`config.mk`:
```
export PLATFORM = sky130hd
export DESIGN_NAME = inv_delay_meter
export DESIGN_NICKNAME = d
export VERILOG_FILES = /design/src/rtl/inv_delay_meter.sv
export SDC_FILE = /design/constraint.sdc
export NUM_CORES = 1
export LEC_CHECK = 0
export BUFFER_PORTS_ARGS = -buffer_cell sky130_fd_sc_hd__buf_2
export CORE_ASPECT_RATIO = 1.1
export CORE_UTILIZATION = 40
export DETAILED_ROUTE_END_ITERATION = 10
export GPL_TIMING_DRIVEN = 1
export PLACE_DENSITY = 0.62
export SLEW_MARGIN = 10
export SYNTH_ARGS = -nofsm -noshare
export SYNTH_HDL_FRONTEND = slang
export SYNTH_SLANG_ARGS = --single-unit
```
`constraint.sdc`:
```
create_clock -name clk -period 4.68 [get_ports clk]
set_input_delay 0.234 -clock clk [delete_from_list [all_inputs] [get_ports clk]]
set_output_delay 0.234 -clock clk [all_outputs]
set_load 0.005 [all_outputs]
```
`src/rtl/inv_delay_meter.sv`:
```
// Measures inverter propagation delay in clk cycles for the output-falling and output-rising edges.
// Optional INVM_AVG_EN repeats the trial 2**LOG2_AVG times per start and reports the truncated mean.
//
// state   | meaning
// --------+-----------------------------------------------
// IDLE    | waiting for start; results held
// SETTLE0 | stim low for SETTLE_CYC cycles, resp must be 1
// MEAS_F  | stim high, counting until resp_s falls
// SETTLE1 | stim held high for SETTLE_CYC cycles
// MEAS_R  | stim low, counting until resp_s rises
// DONE    | one-cycle done pulse
module inv_delay_meter #(
  parameter int CW         = 16,
  parameter int SETTLE_CYC = 8,
  parameter int MAX_CYC    = 1000,
  parameter int SYNC_STG   = 2,
  parameter int LOG2_AVG   = 2
) (
  input  logic          clk,
  input  logic          rst_n,
  input  logic          start,
  input  logic          resp,
  output logic          stim,
  output logic          busy,
  output logic          done,
  output logic [CW-1:0] delay_fall,
  output logic [CW-1:0] delay_rise,
  output logic          timeout,
  output logic          bad_init
);

  localparam logic [2:0] IDLE    = 3'd0;
  localparam logic [2:0] SETTLE0 = 3'd1;
  localparam logic [2:0] MEAS_F  = 3'd2;
  localparam logic [2:0] SETTLE1 = 3'd3;
  localparam logic [2:0] MEAS_R  = 3'd4;
  localparam logic [2:0] DONE    = 3'd5;

  localparam int TW = $clog2(SETTLE_CYC + 1);

  logic [2:0]          state, state_nxt;
  logic [SYNC_STG-1:0] sync_q;
  logic                resp_s;
  logic [TW-1:0]       tmr;
  logic                tmr_tc;
  logic [CW-1:0]       cnt, meas_val;
  logic                meas_exit, meas_tout, last_trial;

  generate
    if (SYNC_STG < 2 || LOG2_AVG < 1 || SETTLE_CYC < 1 || MAX_CYC >= 2**CW - 1) begin : g_param_chk
      $error("inv_delay_meter: illegal parameter combination");
    end
  endgenerate

  assign resp_s = sync_q[SYNC_STG-1];
  assign tmr_tc = (tmr == '0);

  always_comb begin
    state_nxt = state;
    meas_exit = 1'b0;
    meas_tout = 1'b0;
    case (state)
      IDLE:    if (start) state_nxt = SETTLE0;
      SETTLE0: if (tmr_tc) state_nxt = MEAS_F;
      MEAS_F: begin
        if (!resp_s) meas_exit = 1'b1;
        else if (cnt == CW'(MAX_CYC)) begin
          meas_exit = 1'b1;
          meas_tout = 1'b1;
        end
        if (meas_exit) state_nxt = SETTLE1;
      end
      SETTLE1: if (tmr_tc) state_nxt = MEAS_R;
      MEAS_R: begin
        if (resp_s) meas_exit = 1'b1;
        else if (cnt == CW'(MAX_CYC)) begin
          meas_exit = 1'b1;
          meas_tout = 1'b1;
        end
        if (meas_exit) state_nxt = last_trial ? DONE : SETTLE0;
      end
      DONE:    state_nxt = IDLE;
      default: state_nxt = IDLE;
    endcase
  end

  // cnt is 1 in the launch cycle; the synchronizer latency is removed here
  always_comb begin
    if (meas_tout) meas_val = '1;
    else if (cnt > CW'(SYNC_STG)) meas_val = cnt - CW'(SYNC_STG);
    else meas_val = '0;
  end

  always_ff @(posedge clk or negedge rst_n) begin
    if (!rst_n) begin
      state    <= IDLE;
      sync_q   <= '0;
      stim     <= 1'b0;
      busy     <= 1'b0;
      done     <= 1'b0;
      tmr      <= '0;
      cnt      <= '0;
      timeout  <= 1'b0;
      bad_init <= 1'b0;
    end else begin
      sync_q <= {sync_q[SYNC_STG-2:0], resp};
      state  <= state_nxt;
      stim   <= (state_nxt == MEAS_F) || (state_nxt == SETTLE1);
      busy   <= (state_nxt != IDLE);
      done   <= (state_nxt == DONE);
      if (state_nxt != state) begin
        tmr <= TW'(SETTLE_CYC - 1);
        cnt <= CW'(1);
      end else begin
        if (!tmr_tc) tmr <= tmr - TW'(1);
        if (state == MEAS_F || state == MEAS_R) cnt <= cnt + CW'(1);
      end
      if (state == IDLE && start) begin
        timeout  <= 1'b0;
        bad_init <= 1'b0;
      end
      if (state == SETTLE0 && tmr_tc && !resp_s) bad_init <= 1'b1;
      if (meas_tout) timeout <= 1'b1;
    end
  end

`ifdef INVM_AVG_EN
  localparam int AW = CW + LOG2_AVG;

  logic [LOG2_AVG-1:0] trial;
  logic [AW-1:0]       sum_f, sum_r, sum_nxt;
  logic                tout_f, tout_r;

  assign last_trial = &trial;
  assign sum_nxt    = ((state == MEAS_R) ? sum_r : sum_f) + AW'(meas_val);

  // a single timed-out trial poisons that edge's mean
  always_ff @(posedge clk or negedge rst_n) begin
    if (!rst_n) begin
      trial      <= '0;
      sum_f      <= '0;
      sum_r      <= '0;
      tout_f     <= 1'b0;
      tout_r     <= 1'b0;
      delay_fall <= '0;
      delay_rise <= '0;
    end else if (state == IDLE && start) begin
      trial  <= '0;
      sum_f  <= '0;
      sum_r  <= '0;
      tout_f <= 1'b0;
      tout_r <= 1'b0;
    end else if (meas_exit && state == MEAS_F) begin
      if (last_trial) delay_fall <= (tout_f || meas_tout) ? '1 : CW'(sum_nxt >> LOG2_AVG);
      sum_f  <= sum_nxt;
      tout_f <= tout_f | meas_tout;
    end else if (meas_exit && state == MEAS_R) begin
      if (last_trial) delay_rise <= (tout_r || meas_tout) ? '1 : CW'(sum_nxt >> LOG2_AVG);
      sum_r  <= sum_nxt;
      tout_r <= tout_r | meas_tout;
      trial  <= trial + LOG2_AVG'(1);
    end
  end
`else
  assign last_trial = 1'b1;

  always_ff @(posedge clk or negedge rst_n) begin
    if (!rst_n) begin
      delay_fall <= '0;
      delay_rise <= '0;
    end else if (meas_exit) begin
      if (state == MEAS_F) delay_fall <= meas_val;
      else delay_rise <= meas_val;
    end
  end
`endif

endmodule

```
==> flow_summary.yaml <==
status:
  status: "finished, final reports clean"
logic_synthesis:
  synth_area_leaders: "dfrtp_1 50%, mux2_2 5.7%, nor2_1 4.9%, xor2_1 3.6%, a2bb2oi_1 3.4%"
  ys_top_cells_by_count: "62 x dfrtp_1, 41 x nor2_1, 16 x mux2_2"
  synth_edf_count: 0
  synth_most_common_cell: "dfrtp_1"
  yosys.area.top_type_share: 0.495
  ys_warn_count: 0
  ys_ff_latch: 62
  synth_top_area_cell: "dfrtp_1"
  synthesis.nets: 300
  synthCells: 290
  yosysSeqAreaShare: 0.495
  synth.distinct_cells: 46
  syn-cell-area_mm2: 0.00313
  syn_avg_cell_area_um2: 10.8
  synth_ff_type: "dfrtp_1"
  synth-async-reset-ratio: 1.00
die:
  die_y_um: 94.8
  start_util: 0.417
  chipWidth_um: 86.4
  die_area_mm2: 0.00819
  rows: 33
  coreArea_mm2: 0.00751
  boundaryPins: 41
worst_setup_path:
  critPathMaxStageDelay_ns: 0.80
  slowest_stage: "a211oi_4"
  critPathLaunchType: "register"
  worstPathMaxFanout: 16
  end_kind: "register"
  critical_path_class: "register to register"
  crit_chain: "and4_1, and3_1, nand3_4, a211oi_4, mux2_2"
  cp.arrival_ns: 2.94
  crit_required_ns: 4.90
global_route:
  grt_pass1_wl_mm: 10.9
  antenna_found_initial: 0
  grtUsageTotal: 0.174
  grt_pass1_vias: 2227
  overflow: 0
  grt_max_degree: 63
clocking:
  clk_pin_slew_ns: 0.07
  cts_hold_buf: 1
  cts-root-buf: "clkbuf_8"
  h-tree-depth: 3
  tritoncts: "built"
  cts-buffers-inserted: 9
  post_cts_buffers: 0
  clkLatencyLatePin_ns: 0.34
  cts_resized: 0
  cts.path.max_buffers: 2
  cts_num_sinks: 62
layout:
  fin_nets: 337
  n_fill_cell: 737
  regArea_mm2: 0.00155
  fin_area_mm2: 0.00361
  syn2layout_area_growth_pct: 15.3
  drive_gt1_frac: 0.269
  antenna_cells: 0
  multi_input_area_mm2: 0.00147
place:
  numPortBuffers: 40
  placed_area_mm2: 0.00340
  hpwlAfterDp_mm: 4.37
  gp_congestion: 0.813
drt:
  viasPerCell: 5.11
  wire_per_inst_um: 14.9
  drt_iter0_drc: 100
  drc_errors: 0
  via_count: 2230
  ant_nets: 0
  drt_pass1_iterations: 4
  drt_wl_total_mm: 6.49
sta:
  whs_ns: 0.0400
  slew_violations: 0
  fmax_ghz: 0.367
  post-route-min-period_ns: 2.72
  worst_pin_slew_ns: 0.895
  min_period_over_period: 0.582
  finalSetupTns_ns: 0
  hold_viol_final: 0
  fin_worst_skew_ns: 0.00748
  rsz0062_at_grt: "false"
  relSlewSlack: 0.403
  finalSetupViolations: 0
pwr:
  pwr_density_cell_mw_per_mm2: 542
  power.total_w: 0.00196
  vdd_drop_max_uv: 271
  leakage_nw: 1.77
hold_path:
  min_path_type: "primary input to async pin"
flow_run:
  max-cap-violations: 0
## per-stage QoR
stage          cells   util  worst slack [ns]
5_1_grt          436  0.481              1.82
2_1_floorplan    290      -              2.42
4_1_cts          436  0.481              1.97
3_3_place_gp     420  0.452              2.07
6_report         436  0.481              1.96
3_5_place_dp     420  0.452              1.98
## layer usage
layer	global-route usage	wire length, um	share of wire
met1	0.236	3160	0.49
met2	0.262	3040	0.47
met3	0.0481	183	0.028
met4	0.0694	107	0.016
met5	0	0	0
## sequential cells by signal, indices dropped and copies added, names as in the netlist
register    flops
bad_init        1
delay_rise     16
delay_fall     16
done            1
sync_q          2
busy            1
cnt            16
tmr             4
state           3
timeout         1
stim            1
## logic make-up after synthesis
kind of cell | share of synthesized area
adder cells (fa/ha/maj) | 0.0240
multiplexers | 0.0894
buffers and inverters | 0.0379
AO/OA/AOI/OAI | 0.0958
flip-flops | 0.495
AND/OR/NAND/NOR | 0.188
XOR/XNOR | 0.0699
## placed cells by master (no fill, tap or decap), types with 2 or more instances in the layout
| cell | instances |
|---|---|
| dfrtp_1 | 62 |
| nor2_1 | 41 |
| buf_2 | 40 |
| mux2_2 | 16 |
| nand2_1 | 13 |
| xor2_1 | 13 |
| xnor2_1 | 12 |
| a2bb2oi_1 | 12 |
| clkbuf_8 | 12 |
| inv_1 | 10 |
| nor3_1 | 8 |
| nand3_1 | 7 |
| a21oi_1 | 6 |
| nand2b_1 | 6 |
| ha_1 | 6 |
| o21ai_0 | 5 |
| nand4_1 | 5 |
| nor4_1 | 5 |
| or3_1 | 5 |
| nor3b_1 | 4 |
| mux2i_1 | 4 |
| mux2_4 | 4 |
| and3_1 | 3 |
| or2_2 | 3 |
| and4_1 | 2 |
| o21ai_1 | 2 |
| a211o_1 | 2 |
## final cells by class
type	count	share of cell area
flip-flops and latches	62	0.429
well taps	105	0.0364
clock inverters	3	0.0118
multi-input cells	202	0.406
clock buffers	12	0.0457
inverters	10	0.0104
repair buffers	42	0.0602
## power by group
part,switching [W],internal [W],total [W]
Clock,0.000205,0.000286,0.000491
Combinational,0.000371,0.000321,0.000692
Sequential,0.000110,0.000667,0.000777
Total,0.000687,0.00127,0.00196
## worst paths after layout
kind	from	endpoint	slack, ns	cells after the start
max	cnt[3]	delay_fall[1]	1.96	5
min	rst_n	tmr[3]	0.04	2
max reg2reg	cnt[3]	delay_fall[1]	1.96	5
min reg2reg	sync_q[0]	sync_q[1]	0.35	0
max in group asynchronous	rst_n	cnt[15]	4.11	2
min in group clk	start	busy	0.24	3
## worst max-delay path, delay by kind of cell, from the launching register on
kind	cells	cell delay (ns)
AND/OR/NAND/NOR	3	0.86
AO/OA/AOI/OAI	1	0.80
multiplexers	1	0.42
flip-flops	1	0.53
Note: power is estimated with default switching activity, not from simulation.
